**src/rtl/rr_arb4_sel.sv**
```systemverilog
// rr_arb4_sel: round-robin arbiter for 4 requesters driving a 2-to-4 decoder select/enable pair
module rr_arb4_sel #(
  parameter int HOLD_MAX = 8
) (
  input  logic       clk,
  input  logic       rst,
  input  logic [3:0] req,
  input  logic       done,
  output logic [1:0] gnt_idx,
  output logic       gnt_en,
  output logic       timeout
);
  localparam int CW = $clog2(HOLD_MAX);
  typedef enum logic {IDLE, GRANT} state_t;
  state_t        state;
  logic [1:0]    ptr;
  logic [1:0]    win;
  logic [CW-1:0] cnt;
  logic          expire;
  logic          rel;
  // first requester at or after ptr, scanning downward so the nearest one wins
  always_comb begin
    win = ptr;
    for (int k = 3; k >= 0; k--)
      if (req[ptr + 2'(k)]) win = ptr + 2'(k);
  end
  assign expire = cnt == CW'(HOLD_MAX - 1);
  assign rel    = done || !req[gnt_idx] || expire;
  // arbitration state, hold counter, priority pointer and registered outputs
  always_ff @(posedge clk) begin
    if (rst) begin
      state   <= IDLE;
      ptr     <= '0;
      cnt     <= '0;
      gnt_idx <= '0;
      gnt_en  <= 1'b0;
      timeout <= 1'b0;
    end else begin
      timeout <= 1'b0;
      if (state == IDLE) begin
        if (|req) begin
          gnt_idx <= win;
          gnt_en  <= 1'b1;
          cnt     <= '0;
          state   <= GRANT;
        end
      end else if (rel) begin
        gnt_en  <= 1'b0;
        state   <= IDLE;
        ptr     <= gnt_idx + 2'd1;
        timeout <= expire && !done && req[gnt_idx];
      end else begin
        cnt <= cnt + 1'b1;
      end
    end
  end
endmodule
```
**config.mk**
```make
export PLATFORM = sky130hd
export DESIGN_NAME = rr_arb4_sel
export DESIGN_NICKNAME = d
export VERILOG_FILES = /design/src/rtl/rr_arb4_sel.sv
export SDC_FILE = /design/constraint.sdc
export NUM_CORES = 1
export LEC_CHECK = 0
export CELL_PAD_IN_SITES_DETAIL_PLACEMENT = 0
export CELL_PAD_IN_SITES_GLOBAL_PLACEMENT = 1
export CORE_MARGIN = 2
export CORE_UTILIZATION = 37
export DETAILED_ROUTE_END_ITERATION = 8
export PLACE_DENSITY = 0.78
export SKIP_CTS_REPAIR_TIMING = 1
export SLEW_MARGIN = 20
export SYNTH_ARGS = -nofsm -noshare
export SYNTH_HDL_FRONTEND = slang
export SYNTH_SLANG_ARGS = --single-unit
```
**constraint.sdc**
```tcl
create_clock -name clk -period 2.15 [get_ports clk]
set_input_delay 0.3225 -clock clk [delete_from_list [all_inputs] [get_ports clk]]
set_output_delay 0.3225 -clock clk [all_outputs]
set_load 0.01 [all_outputs]
```
# Yosys cells after proc, flatten, opt, wreduce, memory -nomap -nowiden

Cells that the tools add are included.
W data, S select, Z words.

Register bits after elaboration: 10
Input port bits: 7
Output and inout port bits: 4

$add $sub $neg: 5
Magnitude comparators: 5
Eq/ne operators: 3
Muxes and demuxes: 23
Bitwise operators: 2
Reductions and logical operators: 13

Operators with widths:

| cell                  | count |
|---|---|
| $lt A2 B3 Y1 const B  | 5 |
| $mux W1               | 11 |
| $bmux W1 S2           | 5 |
| $mux W3               | 3 |
| $mux W2               | 4 |
| $reduce_and A2 Y1     | 4 |
| $add A2 B1 Y2 const B | 2 |
| $add A2 B2 Y2 const B | 2 |
| $reduce_or A4 Y1      | 1 |
| $add A3 B1 Y3 const B | 1 |
| $eq A3 B3 Y1 const B  | 1 |
| $reduce_or A3 Y1      | 1 |
| $logic_and A1 B1 Y1   | 2 |
| $logic_not A1 Y1      | 2 |
| $logic_or A1 B1 Y1    | 2 |
| $ne A2 B1 Y1 const B  | 1 |
| $ne A2 B2 Y1 const B  | 1 |
| $not A1 Y1            | 2 |
| $reduce_bool A2 Y1    | 1 |

# Logic depth before layout (Yosys ltp)

Gate-level depths: netlist of the first run.

Word-level depth: 7
Depth in mapped cells: 6

# Least setup slack after synthesis of the first run

No wires, ideal clock.

Kind: register -> register
Start point: reg cnt[0]
End point: reg cnt[0]
Library setup time: 0.121 ns
Arrival: 1.655 ns
Path slack: 0.373 ns
Stages on the path, launching flop included: 7
Buffers on the path: 0
Period minus slack after synthesis: 1.777 ns
Cell sequence: dfxtp_1 -> ha_1 -> ha_1 -> or3b_4 -> o22ai_4 -> nand2_2 -> mux2_4

Word-level cells in the longest chain between the ends: 4

Ends and longest elaborated chain:

| what                                                  | line | source |
|---|---|---|
| start: declaration                                    | 18   | `logic [CW-1:0] cnt;` |
| start signal: assignment                              | 53   | `cnt <= cnt + 1'b1;` |
| branches (longest 4 deep; another with $add A3 B1 Y3) | -    |  |

Several ways; the timed one is not identified. The select of a mux whose other input is x is not followed.
A chain may end at the register's enable or synchronous reset.

# Final worst setup path of the first run

Same ends and word-level chain as after synthesis.

==> results_dict.tcl, run 1 <==
set metrics [dict create \
    outcome "complete, no violations" \
    worstSetupStartpoint "cnt[0]" \
    cp_slowest_stage_delay_ps 430 \
    dominantRegCellSynth "sky130_fd_sc_hd__dfxtp_1" \
    max-cap-violations 0 \
    setup.reg_to_reg.worst_slack_ps 250 \
    clock_sinks 10 \
    floorplan.die_area_um2 1910 \
    post_synth.cell_area_avg_um2 9.56 \
    max_freq_mhz 528 \
    synth.lib_cells_used.distinct 29 \
    drcViolationCount 0 \
    fraction_of_layout_cells_with_a_size_suffix_above_1_pct 16.4 \
    crit_chain "ha_1 -> ha_1 -> or3b_4 -> o22ai_4 -> nand2_2 -> mux2_4" \
    crit_required_ps 2300 \
    vdd.ir_drop.worst_mv 0.379 \
    synth-edff-count 0 \
    clk_transition_reported_paths_ps 70 \
    floorplan.die.width_um 43.7 \
    grt_pass1_vias 454 \
    finalWirelength_mm 1.14 \
    placement.setup.worst_slack_ps 247 \
    worstHoldStart "gnt_en" \
    power.density_cell_area_nw_per_um2 648 \
    synth_xor_area_share_pct 1.50 \
    area.growth.synth_to_final_pct 24.9 \
    whs_ps 502 \
    cpMaxStageDelayCell "sky130_fd_sc_hd__or3b_4" \
    timing.critical_path.fanout_max 5 \
    wire_per_inst_um 12.8 \
    cts_tree "done" \
    post-route-cell-area_um2 728 \
    max_slew.worst_pin.slew_ps 466 \
    synth_top_family_by_area "compound AO/OA/AOI/OAI gates" \
    post_synth_and_or_nand_nor_area_fraction_pct 18.9 \
    report.final.hold_viol_count 0 \
    clockBufferDepth 2 \
    synthMuxAreaShare_pct 14.4 \
    critical_path_class "reg -> reg" \
    design_power_total_w 0.000472 \
    worst_path_most_repeated_cell "sky130_fd_sc_hd__ha_1" \
    timing.slew.headroom_pct 69.0 \
    placement_rows 14 \
    synth_adder_area_share_pct 4.29 \
    drt_iter0_drc 8 \
    rsz0062_at_grt "no" \
    cp_data_arrival_time_ps 2050 \
    setup_slack_ps 254 \
    grt-ovfl-total 0 \
    synth.yosys.warnings 0 \
    slew_violations 0 \
    synthesis.instances 61 \
    setup_total_negative_slack_ps 0 \
    cts-root-buf "sky130_fd_sc_hd__clkbuf_4" \
    layout_min_cycle_time_ps 1900 \
    synth_seq_area_share_pct 34.3 \
    worst_setup_path_end_kind "flip-flop" \
    regToRegStartpoint "cnt[0]" \
    htreeDepth 1 \
    grt_pass1_wl_mm 1.89 \
    antenna_violations_before_repair 0 \
    initial_utilization_pct 39.2 \
    min-delay-path-class "reg -> reg" \
    port_buffers 10 \
    clock_latency_on_the_worst_skew_pair_ps 260 \
    gp_routability_congestion 0.710 \
    vias 501 \
    async_set_or_reset_register_ratio_after_synthesis_pct 0 \
    core_region_area_um2 1490 \
    startpoint_type "flip-flop" \
    place.detailed.hpwl_um 872 \
    cts-buffers-inserted 3 \
    drt_first_pass_iters 4 \
    dpl_cell_area_um2 692 \
    diodes 0 \
    nets 83 \
    ios 11 \
    synth_nets 70 \
    chipHeight_um 43.7 \
    ys_seq_elements 10 \
    final_worst_path_cycle_share_pct 88.2 \
    clock-skew-final_ps 3.24 \
    synth-compound-area-share_pct 22.1 \
    ant_nets 0 \
    synthesis.area_um2 583 \
    vias_per_cell 5.63 \
    grt.total_usage_pct 13.6 \
    p_leak_nw 0.291 \
    grt_max_degree 12 \
    setup_viol 0 \
]
cells in the final DEF (no fill, tap or decap), types with 2 or more instances in the layout:
cell type / Yosys / final
sky130_fd_sc_hd__a211o_1: 2 / 2
sky130_fd_sc_hd__clkdlybuf4s50_1: 0 / 10
sky130_fd_sc_hd__mux2i_1: 3 / 3
sky130_fd_sc_hd__inv_1: 4 / 4
sky130_fd_sc_hd__nor3b_1: 3 / 3
sky130_fd_sc_hd__nor4_1: 2 / 2
sky130_fd_sc_hd__mux2i_2: 2 / 2
sky130_fd_sc_hd__nand2_1: 3 / 3
sky130_fd_sc_hd__nand3_1: 2 / 2
sky130_fd_sc_hd__nor2_1: 4 / 4
sky130_fd_sc_hd__dfxtp_1: 10 / 10
sky130_fd_sc_hd__clkbuf_4: 0 / 3
sky130_fd_sc_hd__ha_1: 2 / 2
sky130_fd_sc_hd__a21oi_1: 7 / 7
metal layers:
metal	up-vias	wire length [um]	global-route usage, %
met1	234	551	17.2
met4	0	10	6.67
li1	247	-	-
met2	18	500	19.1
met5	-	0	0
met3	2	77	6.67
state kept, by name, indices dropped and copies added, names as in the netlist:
register	count
cnt	3
gnt_en	1
gnt_idx	2
ptr	2
state	1
timeout	1
synthesized netlist by cell type, types with 2 or more instances:
cell / count / area, um^2
sky130_fd_sc_hd__inv_1: 4 / 15.0
sky130_fd_sc_hd__a211o_1: 2 / 17.5
sky130_fd_sc_hd__nand2_1: 3 / 11.3
sky130_fd_sc_hd__mux2i_2: 2 / 27.5
sky130_fd_sc_hd__nor2_1: 4 / 15.0
sky130_fd_sc_hd__a21oi_1: 7 / 35.0
sky130_fd_sc_hd__nor3b_1: 3 / 22.5
sky130_fd_sc_hd__dfxtp_1: 10 / 200
sky130_fd_sc_hd__mux2i_1: 3 / 30.0
sky130_fd_sc_hd__nor4_1: 2 / 12.5
sky130_fd_sc_hd__ha_1: 2 / 25.0
sky130_fd_sc_hd__nand3_1: 2 / 10.0
worst max-delay path, delay by kind of cell (launching register included):
family / cells / cell delay (ps)
compound gates: 1 / 220
fa+ha+maj: 2 / 410
simple gates: 2 / 530
flops: 1 / 330
mux: 1 / 300
cell families after synthesis:
logic type,Yosys count
flip-flops,10
AO/OA/AOI/OAI,16
adder cells (fa/ha/maj),2
AND/OR/NAND/NOR,19
XOR/XNOR,1
buffers and inverters,6
multiplexers,7
area by class of cell:
cell class	count	area, um^2
flip-flops and latches	10	200
well taps	16	20.0
clock buffers	4	36.3
multi-input cells	45	357
repair buffers	10	100
fillers	146	761
inverters	4	15.0
stage by stage:
| step | util [%] | cells |
|---|---|---|
| after floorplan | - | 61 |
| after global placement | 46.5 | 85 |
| after detailed placement | 46.5 | 85 |
| after CTS | 48.9 | 89 |
| after global routing | 48.9 | 89 |
| final | 48.9 | 89 |
power breakdown:
| group | internal (W) | total, W | switching [W] |
|---|---|---|---|
| clock | 0.000103 | 0.000165 | 0.0000619 |
| sequential | 0.000196 | 0.000212 | 0.0000157 |
| combinational | 0.0000506 | 0.0000957 | 0.0000451 |
| total | 0.000349 | 0.000472 | 0.000123 |
path summary, 6_finish.rpt:
| kind | end | depth (start not counted) |
|---|---|---|
| max | cnt[0] | 6 |
| min | gnt_en | 1 |
| max reg2reg | cnt[0] | 6 |
| min reg2reg | gnt_en | 1 |
(Power assumes the default switching activity.)
==> run 2, diff against run 1 <==
--- a/config.mk
+++ b/config.mk
@@ -6,8 +6,10 @@
 export NUM_CORES = 1
 export LEC_CHECK = 0
+export CAP_MARGIN = 20
 export CELL_PAD_IN_SITES_DETAIL_PLACEMENT = 0
 export CELL_PAD_IN_SITES_GLOBAL_PLACEMENT = 1
 export CORE_MARGIN = 2
 export CORE_UTILIZATION = 37
+export CTS_CLUSTER_DIAMETER = 40
 export DETAILED_ROUTE_END_ITERATION = 8
 export PLACE_DENSITY = 0.78
==> constraint.sdc (replaced) <==
create_clock -name clk -period 2.15 [get_ports clk]
set_input_delay 0.3225 -clock clk [delete_from_list [all_inputs] [get_ports clk]]
set_output_delay 0.3225 -clock clk [all_outputs]
set_load 0.005 [all_outputs]
==> results of run 2 <==
Same layout as run 1 (identical final DEF). Status: complete, no violations.
Among the figures that moved: total power 0.000472 W -> 0.000470 W
